$ cat src/rtl/isqrt_pipe.sv
// -----------------------------------------------------------------------------
// isqrt_pipe
//
// Fully pipelined integer square root: out_root = floor(sqrt(in_x)) for an
// unsigned WIDTH-bit operand.
//
// Pipeline shape:
//   - An input register (stage 0) captures the accepted operand.
//   - ROOT_W decision stages follow. Stage k settles root bit ROOT_W-k, MSB first.
//   - An operand accepted on edge t is presented on edge t+ROOT_W.
//   - Throughput is one result per cycle.
//
// Handshake: valid/ready with backpressure.
//   - in_ready depends only on out_valid and out_ready.
//   - While the output is stalled, every stage holds, including bubbles.
//
// Ports:
//   clk        rising-edge clock
//   rst_n      synchronous active-low reset
//   in_valid   operand on in_x is valid
//   in_ready   pipeline accepts an operand this cycle
//   in_x       unsigned operand, WIDTH bits
//   out_valid  out_root/out_x (and out_rem) are valid
//   out_ready  downstream accepts the result this cycle
//   out_root   floor(sqrt(operand)), ROOT_W bits
//   out_x      operand that produced out_root
//   out_rem    operand - root^2, ROOT_W+1 bits (only with ISQRT_REM_EN)
//
// Optional feature macro: ISQRT_REM_EN
//   Adds the out_rem port and its final-stage datapath.
// -----------------------------------------------------------------------------
module isqrt_pipe #(
  parameter  int WIDTH  = 16,
  localparam int ROOT_W = WIDTH / 2
) (
  input  logic              clk,
  input  logic              rst_n,
  input  logic              in_valid,
  output logic              in_ready,
  input  logic [WIDTH-1:0]  in_x,
  output logic              out_valid,
  input  logic              out_ready,
  output logic [ROOT_W-1:0] out_root,
  output logic [WIDTH-1:0]  out_x
`ifdef ISQRT_REM_EN
  ,
  output logic [ROOT_W:0]   out_rem
`endif
);

  localparam int REM_W = ROOT_W + 1;

  if (((WIDTH % 2) != 0) || (WIDTH < 4)) begin : g_width_check
    $error("isqrt_pipe: WIDTH must be even and at least 4");
  end

  logic              stall_s;
  logic              valid_r [0:ROOT_W];
  logic [WIDTH-1:0]  x_r     [0:ROOT_W];
  logic [ROOT_W-1:0] root_r  [0:ROOT_W];

`ifdef ISQRT_REM_EN
  logic [REM_W-1:0]  rem_r;
  assign out_rem = rem_r;
`endif

  assign stall_s   = valid_r[ROOT_W] & ~out_ready;
  assign in_ready  = ~stall_s;
  assign out_valid = valid_r[ROOT_W];
  assign out_root  = root_r[ROOT_W];
  assign out_x     = x_r[ROOT_W];

  // Stage 0: capture the accepted operand; its partial root is always zero.
  always_ff @(posedge clk) begin
    if (!rst_n) begin
      valid_r[0] <= 1'b0;
      x_r[0]     <= '0;
      root_r[0]  <= '0;
    end else if (!stall_s) begin
      valid_r[0] <= in_valid;
      root_r[0]  <= '0;
      // Data registers load only on real operands.
      // Bubbles therefore leave the last result visible on out_*.
      if (in_valid) begin
        x_r[0] <= in_x;
      end
    end
  end

  for (genvar k = 1; k <= ROOT_W; k++) begin : g_stage
    localparam int BIT = ROOT_W - k;

    logic [ROOT_W-1:0] trial_s;
    logic [WIDTH-1:0]  trial_sq_s;
    logic [ROOT_W-1:0] root_nxt_s;

    // Trial the next root bit.
    // trial^2 always fits in WIDTH bits, so the compare cannot overflow.
    always_comb begin
      trial_s    = root_r[k-1] | (ROOT_W'(1) << BIT);
      trial_sq_s = WIDTH'(trial_s) * WIDTH'(trial_s);
      if (x_r[k-1] >= trial_sq_s) begin
        root_nxt_s = trial_s;
      end else begin
        root_nxt_s = root_r[k-1];
      end
    end

    // Advance operand, partial root and valid bit unless the output is stalled.
    always_ff @(posedge clk) begin
      if (!rst_n) begin
        valid_r[k] <= 1'b0;
        x_r[k]     <= '0;
        root_r[k]  <= '0;
      end else if (!stall_s) begin
        valid_r[k] <= valid_r[k-1];
        if (valid_r[k-1]) begin
          x_r[k]    <= x_r[k-1];
          root_r[k] <= root_nxt_s;
        end
      end
    end

`ifdef ISQRT_REM_EN
    if (k == ROOT_W) begin : g_rem
      logic [WIDTH-1:0] root_sq_s;

      // Square of the finished root.
      // It is used only to form the remainder.
      always_comb begin
        root_sq_s = WIDTH'(root_nxt_s) * WIDTH'(root_nxt_s);
      end

      // Register the remainder alongside the final root.
      // The remainder is at most 2*root, so it fits in REM_W bits.
      always_ff @(posedge clk) begin
        if (!rst_n) begin
          rem_r <= '0;
        end else if (!stall_s) begin
          if (valid_r[k-1]) begin
            rem_r <= REM_W'(x_r[k-1] - root_sq_s);
          end
        end
      end
    end
`endif
  end

endmodule

$ cat config.mk
export PLATFORM = sky130hd
export DESIGN_NAME = isqrt_pipe
export DESIGN_NICKNAME = d
export VERILOG_FILES = /design/src/rtl/isqrt_pipe.sv
export SDC_FILE = /design/constraint.sdc
export NUM_CORES = 1
export LEC_CHECK = 0
export ABC_AREA = 1
export BUFFER_PORTS_ARGS = -buffer_cell sky130_fd_sc_hd__buf_2
export CAP_MARGIN = 40
export CORE_UTILIZATION = 40
export CTS_CLUSTER_DIAMETER = 120
export DETAILED_ROUTE_END_ITERATION = 16
export PLACE_DENSITY = 0.63
export SYNTH_ARGS = -nofsm -noshare
export SYNTH_HDL_FRONTEND = slang
export SYNTH_SLANG_ARGS = --single-unit
$ cat constraint.sdc
create_clock -name clk -period 6 [get_ports clk]
set_input_delay 0.9 -clock clk [delete_from_list [all_inputs] [get_ports clk]]
set_output_delay 0.9 -clock clk [all_outputs]
set_load 0.02 [all_outputs]
Word level (Yosys, flattened, before mapping)
Memory sizes are Yosys's and may differ from the RTL's.
Index checks and enable logic that the tools add are counted.
{"block": "op_classes", "mul": 8, "magnitude_cmp": 8, "muxes": 75, "bitwise_logic": 30}
{"operator": "16-bit two-way mux", "n": 9}
{"operator": "16-bit greater-or-equal comparator", "n": 8}
{"operator": "8-bit by 8-bit multiplier with 16-bit output", "n": 8}
{"operator": "8-bit two-way mux", "n": 10}
{"operator": "1-bit two-way mux", "n": 50}
{"operator": "1-bit bitwise OR", "n": 27}
{"operator": "7-bit two-way mux", "n": 1}
{"operator": "6-bit two-way mux", "n": 1}
{"operator": "5-bit two-way mux", "n": 1}
{"operator": "4-bit two-way mux", "n": 1}
{"operator": "3-bit two-way mux", "n": 1}
{"operator": "2-bit two-way mux", "n": 1}
{"operator": "1-bit NOT", "n": 2}
{"operator": "1-bit bitwise AND", "n": 1}
{"block": "word_totals", "reg_bits": 0, "mem_bits_rw": 225, "inputBits": 20, "output_inout_bits": 26, "elab_cells": 124, "memories": 3}
{"memory": "x_r", "words": 9, "width": 16, "rd": 9, "rd_clocked_by_memory_dff": 0, "write_ports": 9, "line": "59", "source": "logic [WIDTH-1:0] x_r [0:ROOT_W];"}
{"memory": "root_r", "words": 9, "width": 8, "rd": 9, "rd_clocked_by_memory_dff": 0, "write_ports": 9, "line": "60", "source": "logic [ROOT_W-1:0] root_r [0:ROOT_W];"}
{"memory": "valid_r", "words": 9, "width": 1, "rd": 9, "rd_clocked_by_memory_dff": 0, "write_ports": 9, "line": "58", "source": "logic valid_r [0:ROOT_W];"}

Longest topological paths before layout
Gate-level depths: netlist of run 1.
{"block": "logic_depth", "ltp_word": 6, "depth_mapped": 27, "ltp_nobuf": 26}

Least setup slack after synthesis of run 1
No wires, ideal clock.
{"block": "synth_path", "path_type": "register -> register", "start": "memory root_r[7][7] (netlist bit)", "end": "memory root_r[8][0] (netlist bit) (data pin)", "setup_time_ns": 0.257, "t_arrival_ns": 4.386, "required_time_ns": 5.743, "setup_slack_ns": 1.356, "stages_incl_launch_ff": 25, "n_path_buf": 1, "period_less_slack_ns": 4.644, "cell_sequence": "edfxtp_1 clkbuf_1 nand2_1 fa_1 inv_1 fa_1 fa_1 inv_1 fa_1 inv_1 ha_1 nand2_1 nor2_1 and2_1 nand2_1 nand3_1 nand2_1 nand2_1 ha_1 nand2_1 inv_1 nand2_1 nand2_1 a21oi_1 a21oi_1"}
{"element": "start: declaration", "line": "60"}

==> run summary, run 1 <==
The logs give 0 ns for the aggregate negative setup slack and 2.62% for the met3 global-route usage. The logs give 0 for the diode insertion count for antenna repair and 0 for the initial antenna violation count. In this run, flip-flops and latches consume 45.7% of the power. The count of vias placed by the detailed router was 8,722; the final wirelength was 23.5 mm. The logs give 0 for the count of endpoints failing hold in the final timing report and 1,747 for the number of nets in the layout. After synthesis the cells add up to 0.0134 sq mm. The relative contribution of combinational cells to total power came out at 22.3%.

Data on the critical path is required at its endpoint by 6.28 ns. Of the cells placed in the final design, the portion with a size suffix greater than 1 is 6.95%. The run gives 0.00567 sq mm as the combined flip-flop and latch cell area. For the worst endpoint data arrival time, the log shows 5.23 ns. Dividing the detail-routed wire length by the instance count gives 12.0 um. Compared with the post-synthesis result, the final layout area differs by 9.27%. Timing analysis after detailed placement gives a worst setup slack of 1.04 ns.

The height of the die was 185 um; the initial core utilization was 41.0%. Fraction of post-synthesis cell area in the top cell type by area: 42.0%. The layer flagged by global routing as most heavily used is met2. The count of nets left with antenna violations once routing finished came out at 0. The total power draw was 3.40 mW.

The critical path is of the flop to flop type. Global routing used 15.2% of the available tracks across all layers. The final cell count without fillers was 1,967; the detailed-router iteration count before antenna repair was 4.

The width of the die came out at 185 um. Each instance of the synthesized netlist takes up on average 9.18 sq um. For the number of global-route vias before repair, the log shows 8,937.

The flop and latch count out of synthesis is 189, and the design area is 0.0147 sq mm. Summing the sequential cell areas from Yosys gives 42.1% of the chip area. The largest individual stage delay along the critical path comes from the cell sky130_fd_sc_hd__edfxtp_1. The final critical path takes up 82.5% of the cycle. After clock tree synthesis, the setup repair step added 0 buffers.

The tools report the depth of the CTS H-tree as 4. The pin slew with the least headroom to its limit works out to 0.730 ns. Entering global routing, the biggest net connects 26 pins. The internal portion of the total power is 2.39 mW. For this run, global-route usage on met1 was measured as 16.6%. Sorting the synthesized cells by area gives the leading types as sky130_fd_sc_hd__edfxtp_1 (42%), sky130_fd_sc_hd__ha_1 (15%), sky130_fd_sc_hd__inv_1 (11%), sky130_fd_sc_hd__fa_1 (7.9%), sky130_fd_sc_hd__nand2_1 (6.8%). The cell count after synthesis was 1,464; the routability congestion estimate was 0.855.

The DRC violation count after routing is 0, and the clock slew seen by the registers of the worst setup and hold paths is 0.07 ns. For the final-report max-slew violation count, the log shows 0. Worst max-slew margin expressed relative to the limit: 51.2%.

In this run switching power makes up 29.9% of total power. The number of endpoints failing setup at the final stage was 0; the highest achievable clock rate was 202 MHz. In this run the static leakage power is 7.48 nW. Counting every sink on the clock net gives 189.

The total area inside the core boundary comes to 0.0328 sq mm. For the maximum count of clock buffers along a single path, the log shows 2. The most frequent cell on the critical path was sky130_fd_sc_hd__nand2_1. The CTS buffer count was 17. Yosys printed 0 warnings.

The number of different library cells used by synthesis comes to 36. Worst-case hold slack: 0.541 ns. Global routing finished with a remaining overflow of 0. After floorplanning, the core was divided into 66 placement rows. The first global-routing pass estimated 40.8 mm of wire.

After detailed placement, the total cell area comes to 0.0141 sq mm. For this run, the share of the core covered by cells in the final layout is 44.8%. Power spread over the standard cell area amounts to 232 mW/mm^2.

The worst path meets setup with 1.05 ns of slack. The multi-input logic area is 0.00609 sq mm, and the fraction of met2 tracks used by global routing is 29.4%. The signal on the critical path passes through nand2_1 -> fa_1 -> inv_1 -> fa_1 -> fa_1 -> inv_1 -> fa_1 -> inv_1 -> ha_1 -> nand2_1 -> nor2_1 -> and2_1 -> nand2_1 -> nand3_1 -> nand2_1 -> nand2_1 -> ha_1 -> nand2_1 -> nor2_1 -> nand2_1 -> nor2_1 -> nand2_1 -> a21oi_1.

The number of top-level pins came out at 46. The mean number of vias per cell is 4.43, and the number of max-cap violations is 0. Critical path startpoint category: a flop. Detailed placer's ending HPWL: 19.1 mm. On the worst path, the slowest cell contributes a delay of 0.62 ns. Setup repair after global routing left no endpoint under its margin.

The floorplan step defined a die boundary enclosing 0.0344 sq mm. In this design, the largest share of critical-path delay is due to adder cells. Per report_power, the clock group accounts for 32.0% of the total. Of all nets on the critical path, the largest fanout is 11. The critical path contains buffers and inverters numbering 3 combined. The tree is rooted in a sky130_fd_sc_hd__clkbuf_16.

Clock latency on the worst-skew pair, taken at its later pin, is 0.44 ns. The worst setup path is captured at a flop. Switching component of the power: 1.02 mW.

Post-synth net total: 1,699. TritonCTS built the clock tree. The largest vdd supply drop came out at 197 uV. The biggest area contributor in the post-synthesis netlist is sky130_fd_sc_hd__edfxtp_1. The logs give 3,187 for the number of fill cells and 1,935 for the total instance count after detailed placement.

Post-CTS repair changed the size of 0 cells. The run gives 0.00959 ns as the worst clock skew. Port buffering added 45 buffers. The worst hold path class was flop to flop. For this design, the CTS-stage hold fixing added 0 buffers. After layout, the minimum clock period comes to 4.95 ns. The run finished with clean final reports.

The detailed router finished its first iteration with 348 violations.
[power groups by stage]
stage               sequential, mW  combinational (mW)  clock, mW
floorplan                     1.58               0.591          0
global placement              1.58               0.744          0
detailed placement            1.58               0.769          0
CTS                           1.56               0.774       1.12
global route                  1.56               0.897       1.17
finish                        1.55               0.758       1.09
[sequential cells by signal, summed over array words and instances (netlist names)]
register and flops:
x_r 144, root_r 36, valid_r 9
[worst register-to-register path: stages (launching register included)]
cell	delay (ns)
sky130_fd_sc_hd__edfxtp_1	0.62
sky130_fd_sc_hd__nand2_1	0.15
sky130_fd_sc_hd__fa_1	0.55
sky130_fd_sc_hd__inv_1	0.07
sky130_fd_sc_hd__fa_1	0.50
sky130_fd_sc_hd__fa_1	0.54
sky130_fd_sc_hd__inv_1	0.05
sky130_fd_sc_hd__fa_1	0.52
sky130_fd_sc_hd__inv_1	0.04
sky130_fd_sc_hd__ha_1	0.34
sky130_fd_sc_hd__nand2_1	0.13
sky130_fd_sc_hd__nor2_1	0.06
sky130_fd_sc_hd__and2_1	0.15
sky130_fd_sc_hd__nand2_1	0.07
sky130_fd_sc_hd__nand3_1	0.07
sky130_fd_sc_hd__nand2_1	0.07
sky130_fd_sc_hd__nand2_1	0.05
sky130_fd_sc_hd__ha_1	0.28
sky130_fd_sc_hd__nand2_1	0.07
sky130_fd_sc_hd__nor2_1	0.15
sky130_fd_sc_hd__nand2_1	0.07
sky130_fd_sc_hd__nor2_1	0.09
sky130_fd_sc_hd__nand2_1	0.06
sky130_fd_sc_hd__a21oi_1	0.11
[path summary, 6_finish.rpt]
kind                                    from                         end  slack, ns  depth (start not counted)
setup / recovery  root_r[7][2]$_SDFFCE_PN0P_  root_r[8][0]$_SDFFCE_PN0P_       1.05                         23
hold / removal       x_r[2][2]$_SDFFCE_PN0P_     x_r[3][2]$_SDFFCE_PN0P_       0.54                          2
setup reg to reg  root_r[7][2]$_SDFFCE_PN0P_  root_r[8][0]$_SDFFCE_PN0P_       1.05                         23
hold reg to reg      x_r[2][2]$_SDFFCE_PN0P_     x_r[3][2]$_SDFFCE_PN0P_       0.54                          2
[area by class of cell]
type,count,area share (%)
clock buffers,17,2.90
clock inverters,15,0.962
inverters,395,10.2
multi-input cells,857,41.4
flip-flops and latches,189,38.6
well taps,442,3.76
repair buffers,52,2.18
[cells in the final DEF (no fill, tap or decap), types with 3 or more instances in the layout]
master	count
sky130_fd_sc_hd__inv_1	389
sky130_fd_sc_hd__nand2_1	245
sky130_fd_sc_hd__nor2_1	211
sky130_fd_sc_hd__edfxtp_1	188
sky130_fd_sc_hd__ha_1	162
sky130_fd_sc_hd__fa_1	53
sky130_fd_sc_hd__a21oi_1	46
sky130_fd_sc_hd__buf_2	45
sky130_fd_sc_hd__nand3_1	28
sky130_fd_sc_hd__xor2_1	26
sky130_fd_sc_hd__xnor2_1	25
sky130_fd_sc_hd__clkbuf_16	17
sky130_fd_sc_hd__o21ai_0	11
sky130_fd_sc_hd__nand4_1	11
sky130_fd_sc_hd__a21o_1	5
sky130_fd_sc_hd__o21a_1	4
sky130_fd_sc_hd__nor2_4	4
sky130_fd_sc_hd__nand2_4	4
sky130_fd_sc_hd__nor2_2	4
sky130_fd_sc_hd__inv_6	3
sky130_fd_sc_hd__o21ai_1	3
sky130_fd_sc_hd__clkinvlp_4	3
sky130_fd_sc_hd__clkinv_4	3
sky130_fd_sc_hd__buf_8	3
sky130_fd_sc_hd__buf_4	3
[per-layer routing]
layer / up-vias / wire length, um
met3: 24 / 520
met1: 4011 / 9950
li1: 4578 / -
met2: 109 / 12600
met5: - / 0
met4: 0 / 414
[cell families after synthesis]
kind of cell	after synthesis	synth area share (%)
xor+xnor	51	3.32
simple gates	516	15.9
mux	1	0.0744
fa+ha+maj	215	23.0
flops	189	42.1
buf+inv	418	12.7
compound gates	74	2.98
[cells in the mapped netlist, drive strengths merged]
master and number:
inv 395, nand2 250, nor2 221, edfxtp 188, ha 162, fa 53, a21oi 46, nand3 28
xor2 26, xnor2 25, o21ai 16, buf 12, clkbuf 11, nand4 11, a21o 5, o21a 4
nand3b 2, nor3 2, o211ai 2, and2 1, dfxtp 1, mux2i 1, o31ai 1, or2 1
No activity file was read; power rests on OpenSTA's default activity.
==> run 2: changes to the inputs <==
==> constraint.sdc (replaced) <==
create_clock -name clk -period 4.7 [get_ports clk]
set_input_delay 0.705 -clock clk [delete_from_list [all_inputs] [get_ports clk]]
set_output_delay 0.705 -clock clk [all_outputs]
set_load 0.02 [all_outputs]
==> run 2 against run 1 <==
  * Clock-buffer cell count is the same
  * Clock skew rose by 0.0018 ns
  * Sequential power rose by 27%
  * Combinational power grew 54%
==> run summary, run 2 (synthesis gave the netlist of run 1 again) <==
In this run, the number of DRC markers left after iteration 0 of detailed routing was 327. The detailed-router iteration count before antenna repair was 5; the final core utilization was 46.5%. The number of top-level pins is 46.

The routed layout has 8,868 vias. The total clock sinks came out at 189. Walking the worst path, the cells encountered are nand2_1 -> inv_2 -> fa_2 -> fa_1 -> inv_1 -> fa_1 -> fa_1 -> inv_2 -> ha_4 -> nand2_4 -> nor2_2 -> nand3_1 -> nand4_1 -> nand2_2 -> ha_4 -> nand2_2 -> nor2_4 -> nand2_1 -> nor2_1 -> nand2_1 -> a21oi_2. The worst hold path belongs to the class flop to flop. Initial antenna violation count: 0.

The top cell types in the final layout, fill and taps aside, are sky130_fd_sc_hd__inv_1 (377), sky130_fd_sc_hd__nand2_1 (217), sky130_fd_sc_hd__nor2_1 (202). The logs give 4 for the depth of the CTS H-tree and 0.0153 sq mm for the design area. For the final-report max-slew violation count, the log shows 0. The clock insertion delay at the later pin of the skew report came out at 0.44 ns. Summed over all cells, the static leakage comes to 7.65 nW.

Buffers placed on the I/O ports in this run total 45. Worst endpoint data arrival time: 4.84 ns. In this run the cell area measured after placement is 0.0143 sq mm. The number of global-route vias before repair is 9,181, and the remaining number of nets flagged by the antenna check after routing is 0.

Measured along the x axis, the die boundary spans 185 um. TritonCTS built the clock tree. The leading cell type in the layout, fill and taps excluded is sky130_fd_sc_hd__inv_1. At the placement stage, the worst setup path has a slack of -0.0164 ns. The run gives 0 as the number of max-cap violations. The diode insertion count for antenna repair was 0. The core region is 0.0328 sq mm. The area growth from synthesis to layout is 13.5%.

The height of the die came out at 185 um. The count of endpoints failing hold in the final timing report was 0; the flip-flop count of the largest register, all copies and words added was 144. The row count came out at 66. After layout, the worst path uses 97.1% of the clock period. The slowest stage of the critical path belongs to the cell sky130_fd_sc_hd__fa_1. STA classifies the critical path startpoint as a flop. The first global-routing pass estimated 41.5 mm of wire. In this run the worst path has a maximum fanout of 5. The post-route minimum period was 4.56 ns; the worst max-slew margin expressed relative to the limit was 48.9%.

In the global route stage, overall resource usage came out at 15.3%. Global routing finished with a remaining overflow of 0. The cell depth of the worst hold path came out at 2. The longest clock path from root to sink contains 2 buffers.

For the final routed database, the setup TNS stands at 0 ns. The pin slew with the least headroom to its limit was 0.765 ns; the pin count of the biggest net entering global routing was 26. The tools report the routability congestion estimate as 0.863. Counting both buffers and inverters, the worst setup path holds a total of 3. After detailed routing, the average wire length per cell comes to 12.4 um. The kind of critical path is flop to flop. The category of the worst setup path capture point was a flop. The final wirelength is 24.7 mm. For the worst setup path, the data required time is 4.98 ns.

The detailed placer's ending HPWL is 19.7 mm. After clock tree synthesis, the clock-pin slew on the worst setup and hold paths is 0.07 ns. Setup repair after global routing could not meet its margin everywhere. The initial core utilization is 41.0%, and the largest vdd supply drop is 301 uV. The mean number of vias per cell was 4.44; the die outline area was 0.0344 sq mm.

The number of cells on the critical path is 21, and the worst setup margin is 0.138 ns. The cell family contributing the most delay on the critical path is adder cells. The DRC violation count after routing was 0; the depth of the worst register-to-register path was 21. Setup violations remaining at the end of the flow were counted as 0. In the final design database the tool counted 1,776 nets. The power per cell area is 298 mW/mm^2.

The largest registers in the layout are x_r: 144 flops, root_r: 36 flops, valid_r: 9 flops. In the final layout, the share of cells above drive strength 1 is 13.4%. The flow ran to the end, and the final reports show no timing, DRC or antenna violations. Clock skew on the completed layout was measured at 0.0114 ns.

The cell sitting at the root of the clock tree is a sky130_fd_sc_hd__clkbuf_16. For this run, the slowest stage of the critical path takes 0.56 ns. Based on the critical path, the design can be clocked at up to 219 MHz. Ranked by flip-flop count, first place goes to x_r.

TritonCTS created 17 clock buffers.
==> run 2: cell count changes in the layout (fill, tap and decap cells not counted), sizes merged <==
cell      previous run  this run
inv                398       403
clkinv               8         5
buf                 52        81
bufinv               1         0
clkinvlp             3         2
==> run 2: per-layer routing <==
| metal | vias to the layer above | part of all wire [%] | GRT usage, % | wire, um |
|---|---|---|---|---|
| met2 | 98 | 54 | 29.4 | 13200 |
| met1 | 4106 | 42 | 16.8 | 10400 |
| met4 | 0 | 2.3 | 5.55 | 558 |
| li1 | 4634 | - | - | - |
| met3 | 30 | 1.9 | 2.54 | 475 |
| met5 | - | 0 | 0 | 0 |
==> run 2: what timing repair did <==
action                                  in CTS  in global routing
gates cloned                                 0                  0
hold buffers                                 0                  0
pin swaps                                    0                 42
endpoints found under the setup margin       2                  3
resized for setup                            3                 84
setup buffers                                2                  5
==> run 2: through the flow <==
step	instances	total power, mW	hold slack, ns
after CTS	1991	4.46	0.539
after global placement	1953	2.99	0.521
after detailed placement	1957	3.03	0.530
after global routing	1996	4.84	0.544
final	1996	4.55	0.546
after floorplan	1464	2.77	0.519
==> run 2: path summary, 6_finish.rpt <==
check / slack [ns] / to / startpoint
hold reg to reg: 0.55 / x_r[1][7]$_SDFFCE_PN0P_ / x_r[0][7]$_SDFFCE_PN0P_
setup reg to reg: 0.14 / root_r[8][0]$_SDFFCE_PN0P_ / root_r[7][2]$_SDFFCE_PN0P_
setup / recovery: 0.14 / root_r[8][0]$_SDFFCE_PN0P_ / root_r[7][2]$_SDFFCE_PN0P_
hold / removal: 0.55 / x_r[1][7]$_SDFFCE_PN0P_ / x_r[0][7]$_SDFFCE_PN0P_
==> run 2: report_power, final <==
part / leakage (nW) / switching [mW] / internal [mW] / total [mW]
Combinational: 5.38 / 0.693 / 0.478 / 1.17
Clock: 0.276 / 0.702 / 0.709 / 1.41
Sequential: 1.99 / 0.0422 / 1.93 / 1.97
==> run 2: worst register-to-register path, cell delays in order (launching register included) <==
cell and delay [ns]:
sky130_fd_sc_hd__edfxtp_1 0.47, sky130_fd_sc_hd__nand2_1 0.11, sky130_fd_sc_hd__inv_2 0.06, sky130_fd_sc_hd__fa_2 0.48
sky130_fd_sc_hd__fa_1 0.56, sky130_fd_sc_hd__inv_1 0.05, sky130_fd_sc_hd__fa_1 0.45, sky130_fd_sc_hd__fa_1 0.53
sky130_fd_sc_hd__inv_2 0.05, sky130_fd_sc_hd__ha_4 0.31, sky130_fd_sc_hd__nand2_4 0.08, sky130_fd_sc_hd__nor2_2 0.13
sky130_fd_sc_hd__nand3_1 0.13, sky130_fd_sc_hd__nand4_1 0.13, sky130_fd_sc_hd__nand2_2 0.08, sky130_fd_sc_hd__ha_4 0.27
sky130_fd_sc_hd__nand2_2 0.07, sky130_fd_sc_hd__nor2_4 0.13, sky130_fd_sc_hd__nand2_1 0.07, sky130_fd_sc_hd__nor2_1 0.08
sky130_fd_sc_hd__nand2_1 0.08, sky130_fd_sc_hd__a21oi_2 0.12
==> run 2: cell type report <==
class	count	area, sq um
multi-input cells	857	6430
well taps	442	553
inverters	395	1500
flip-flops and latches	189	5670
repair buffers	81	537
clock inverters	15	151
fillers	3116	17500
clock buffers	17	425
==> run 3: changes to the inputs <==
--- a/config.mk
+++ b/config.mk
@@ -11,7 +11,6 @@
 export CORE_UTILIZATION = 40
 export CTS_CLUSTER_DIAMETER = 120
 export DETAILED_ROUTE_END_ITERATION = 16
-export PLACE_DENSITY = 0.63
 export SYNTH_ARGS = -nofsm -noshare
 export SYNTH_HDL_FRONTEND = slang
 export SYNTH_SLANG_ARGS = --single-unit
==> constraint.sdc (replaced) <==
create_clock -name clk -period 5.1 [get_ports clk]
set_input_delay 0.765 -clock clk [delete_from_list [all_inputs] [get_ports clk]]
set_output_delay 0.765 -clock clk [all_outputs]
set_load 0.02 [all_outputs]
==> run 3 against run 2 <==
  * Worst setup slack improved by 0.14 ns
  * Cell count fell by 0.45%
  * Die area is the same
  * Non-clock buffer count down 9
  * Utilization decreased by 1.4 points
  * Global-route usage grew 0.41 points
  * Wire length up 1.0%
==> run summary, run 3 (synthesis gave the netlist of run 1 again) <==
For this block, the routed nets add up to 25.0 mm of wire. The detail route stage leaves a number of antenna-violating nets equal to 0. At the pin with the least slew margin, the transition time is 0.785 ns. For the worst setup path, the data required time is 5.38 ns. The worst hold path belongs to the class flop to flop. The worst-case hold slack came out at 0.535 ns.

In this run the tightest slew margin relative to its limit is 47.3%. Global routing finished with a remaining overflow of 0. Setup slack on the critical path of the routed design comes to 0.275 ns. For the switching component of the power, the log shows 1.22 mW. Global routing consumed, on the met2 layer, 30.5% of the routing resources. Across the run, the number of max-cap violations was 0.

The final-report max-slew violation count is 0, and the number of global-route vias before repair is 9,098. In this run the critical register-to-register path is captured at root_r[7][1]$_SDFFCE_PN0P_. The internal portion of the total power is 2.82 mW. The number of nets in the layout is 1,767, and the buffering stage count on the worst path with inverters included is 4. The signal on the critical path passes through ha_1 -> fa_1 -> inv_1 -> fa_1 -> fa_1 -> fa_1 -> inv_1 -> ha_1 -> nand2_1 -> inv_1 -> nand2_1 -> nand2_1 -> nand2_1 -> nand3_1 -> nand2_1 -> nand2_1 -> ha_1 -> nand2_1 -> nor2_1 -> inv_1 -> a21oi_1 -> nor2_1 -> a21oi_1. In this run the standard cell core region covers 0.0328 sq mm. The first-pass GRT wire length came out at 42.0 mm.

Summed over all cells, the static leakage comes to 7.57 nW. For this run, the detailed router's first-pass iteration total came to 6. The count of endpoints failing hold in the final timing report is 0, and the depth of the worst register-to-register path is 23. In this run the core area contains 66 standard-cell rows. Measured along the y axis, the die boundary spans 185 um. Critical path startpoint category: a flop.

The hold path endpoint was x_r[5][0]$_SDFFCE_PN0P_. Combinational logic is responsible for 23.1% of the overall power. For the number of top-level pins, the log shows 46. The register with the most flip-flops in the layout has 144 of them. Most frequent cell on the critical path: sky130_fd_sc_hd__nand2_1. Based on the critical path, the design can be clocked at up to 207 MHz. Detailed placement ended at an HPWL of 20.0 mm. The completed layout was analyzed and its total power is 4.04 mW.

The count of vias placed by the detailed router was 8,929. The tree is rooted in a sky130_fd_sc_hd__clkbuf_16. The run gives 0 as the initial antenna violation count.

The critical path is of the flop to flop type. The slowest library cell on the worst path was sky130_fd_sc_hd__fa_1. The placed instances occupy a cell area of 0.0142 sq mm. The setup slack after placement was 0.289 ns. The largest registers in the layout are x_r: 144 flops, root_r: 36 flops, valid_r: 9 flops. Setup repair after global routing left no endpoint under its margin.

The count of port buffers added during placement is 45, and the wire length per cell after detailed routing is 12.6 um. The tools report the CTS buffer count as 17. The post-route minimum period is 4.82 ns. The layout cell share with drive strength beyond 1 was 7.96%; the switching part of the total was 30.2%. Cells fill 45.2% of the core in the end. In this run, placement finished with an instance count of 1,950. After routing the design area is 0.0148 sq mm.

The worst register-to-register path begins at root_r[6][3]$_SDFFCE_PN0P_. The depth of the CTS H-tree came out at 4. The mean number of vias per cell is 4.49, and the routability congestion estimate is 0.910. The most heavily used metal layer in global routing is met2. For this design, the sink count on the clock tree is 189. The setup check on the worst reg-to-reg path leaves a slack of 0.28 ns. Of the total power, registers draw 45.1%. The diode insertion count for antenna repair is 0.

Clock skew on the completed layout was measured at 0.0137 ns. For the worst-skew pair, the clock arrives at the later sink with an insertion delay of 0.44 ns. Leading cell type in the layout, fill and taps excluded: sky130_fd_sc_hd__inv_1. The floorplan step defined a die boundary enclosing 0.0344 sq mm. STA classifies the critical path endpoint as a flop.

The DRC violation count after routing was 0. Largest register by flop count: x_r. The largest single stage delay on the critical path is 0.54 ns. In this run the most critical hold path is launched from x_r[4][0]$_SDFFCE_PN0P_. The global-route usage over all layers was 15.7%. The cell depth of the worst hold path came out at 2.

Family of cells with the greatest summed delay on the critical path: adder cells. The run gives 31.8% as the power share of the clock group. Setup total negative slack on the finished layout was measured at 0 ns. The share of the clock period used by the worst path after layout was 94.6%; the number of endpoints failing setup at the final stage was 0.

For the worst setup path, the data arrival time is 5.10 ns. The worst-case IR drop observed on VDD is 243 uV. The die is 185 um wide. The flow ran to the end, and the final reports show no timing, DRC or antenna violations.

Power spread over the standard cell area amounts to 273 mW/mm^2. The clock slew seen by the registers of the worst setup and hold paths is 0.07 ns. For this run, global-route usage on met3 was measured as 2.58%. In this run the deepest clock path goes through 2 buffers.

The pin count of the biggest net entering global routing was 26. Compared with the post-synthesis result, the final layout area differs by 10.1%. The count of cells in the finished layout, fillers not included, comes to 1,987. The tools report the met1 usage in global routing as 17.0%. Of all nets on the critical path, the largest fanout is 5.

TritonCTS built the clock tree. Initial core utilization: 41.0%. The library cells used most frequently in the layout, excluding fill and tap cells, are sky130_fd_sc_hd__inv_1 (389), sky130_fd_sc_hd__nand2_1 (245), sky130_fd_sc_hd__nor2_1 (211). The first routing iteration left 482 violations.
run 3: worst reg2reg max path: stages (launching register included):
cell and delay [ns]:
sky130_fd_sc_hd__edfxtp_1 0.44, sky130_fd_sc_hd__ha_1 0.28, sky130_fd_sc_hd__fa_1 0.49, sky130_fd_sc_hd__inv_1 0.05, sky130_fd_sc_hd__fa_1 0.51, sky130_fd_sc_hd__fa_1 0.52, sky130_fd_sc_hd__fa_1 0.54, sky130_fd_sc_hd__inv_1 0.05
sky130_fd_sc_hd__ha_1 0.35, sky130_fd_sc_hd__nand2_1 0.11, sky130_fd_sc_hd__inv_1 0.06, sky130_fd_sc_hd__nand2_1 0.06, sky130_fd_sc_hd__nand2_1 0.06, sky130_fd_sc_hd__nand2_1 0.09, sky130_fd_sc_hd__nand3_1 0.07, sky130_fd_sc_hd__nand2_1 0.06
sky130_fd_sc_hd__nand2_1 0.05, sky130_fd_sc_hd__ha_1 0.26, sky130_fd_sc_hd__nand2_1 0.06, sky130_fd_sc_hd__nor2_1 0.14, sky130_fd_sc_hd__inv_1 0.07, sky130_fd_sc_hd__a21oi_1 0.15, sky130_fd_sc_hd__nor2_1 0.06, sky130_fd_sc_hd__a21oi_1 0.13
run 3: per-layer routing:
metal,up-vias,routed length (um)
met3,37,668
met2,140,13300
met5,-,0
li1,4619,-
met1,4133,10400
met4,0,607
run 3: power by group through the flow:
stage | clock, mW | sequential (mW) | combinational (mW)
global route | 1.36 | 1.83 | 1.09
detailed placement | 0 | 1.86 | 0.932
floorplan | 0 | 1.86 | 0.695
CTS | 1.31 | 1.82 | 0.942
global placement | 0 | 1.86 | 0.912
finish | 1.29 | 1.82 | 0.933
run 3: worst max-delay path by stage:
stage,startpoint,endpoint,depth (start not counted)
final,root_r[6][3]$_SDFFCE_PN0P_,root_r[7][1]$_SDFFCE_PN0P_,23
after global routing,root_r[6][2]$_SDFFCE_PN0P_,root_r[7][1]$_SDFFCE_PN0P_,25
after CTS,root_r[6][3]$_SDFFCE_PN0P_,root_r[7][1]$_SDFFCE_PN0P_,23
after detailed placement,root_r[7][7]$_SDFFCE_PN0P_,root_r[8][0]$_SDFFCE_PN0P_,22
after global placement,root_r[7][7]$_SDFFCE_PN0P_,root_r[8][0]$_SDFFCE_PN0P_,23
after floorplan,root_r[7][7]$_SDFFCE_PN0P_,root_r[8][0]$_SDFFCE_PN0P_,24
run 3: timing repair:
action,4_1_cts,5_1_grt
endpoints found under the setup margin,0,1
hold buffers,0,0
buffers inserted,0,5
endpoints found under the hold margin,0,0
gates resized for setup,0,0
run 3: layout make-up:
cell class | instances | area (sq um)
clock buffers | 21 | 440
inverters | 395 | 1500
fillers | 3137 | 18000
repair buffers | 72 | 450
clock inverters | 11 | 109
multi-input cells | 857 | 6090
flip-flops and latches | 189 | 5670
well taps | 442 | 553
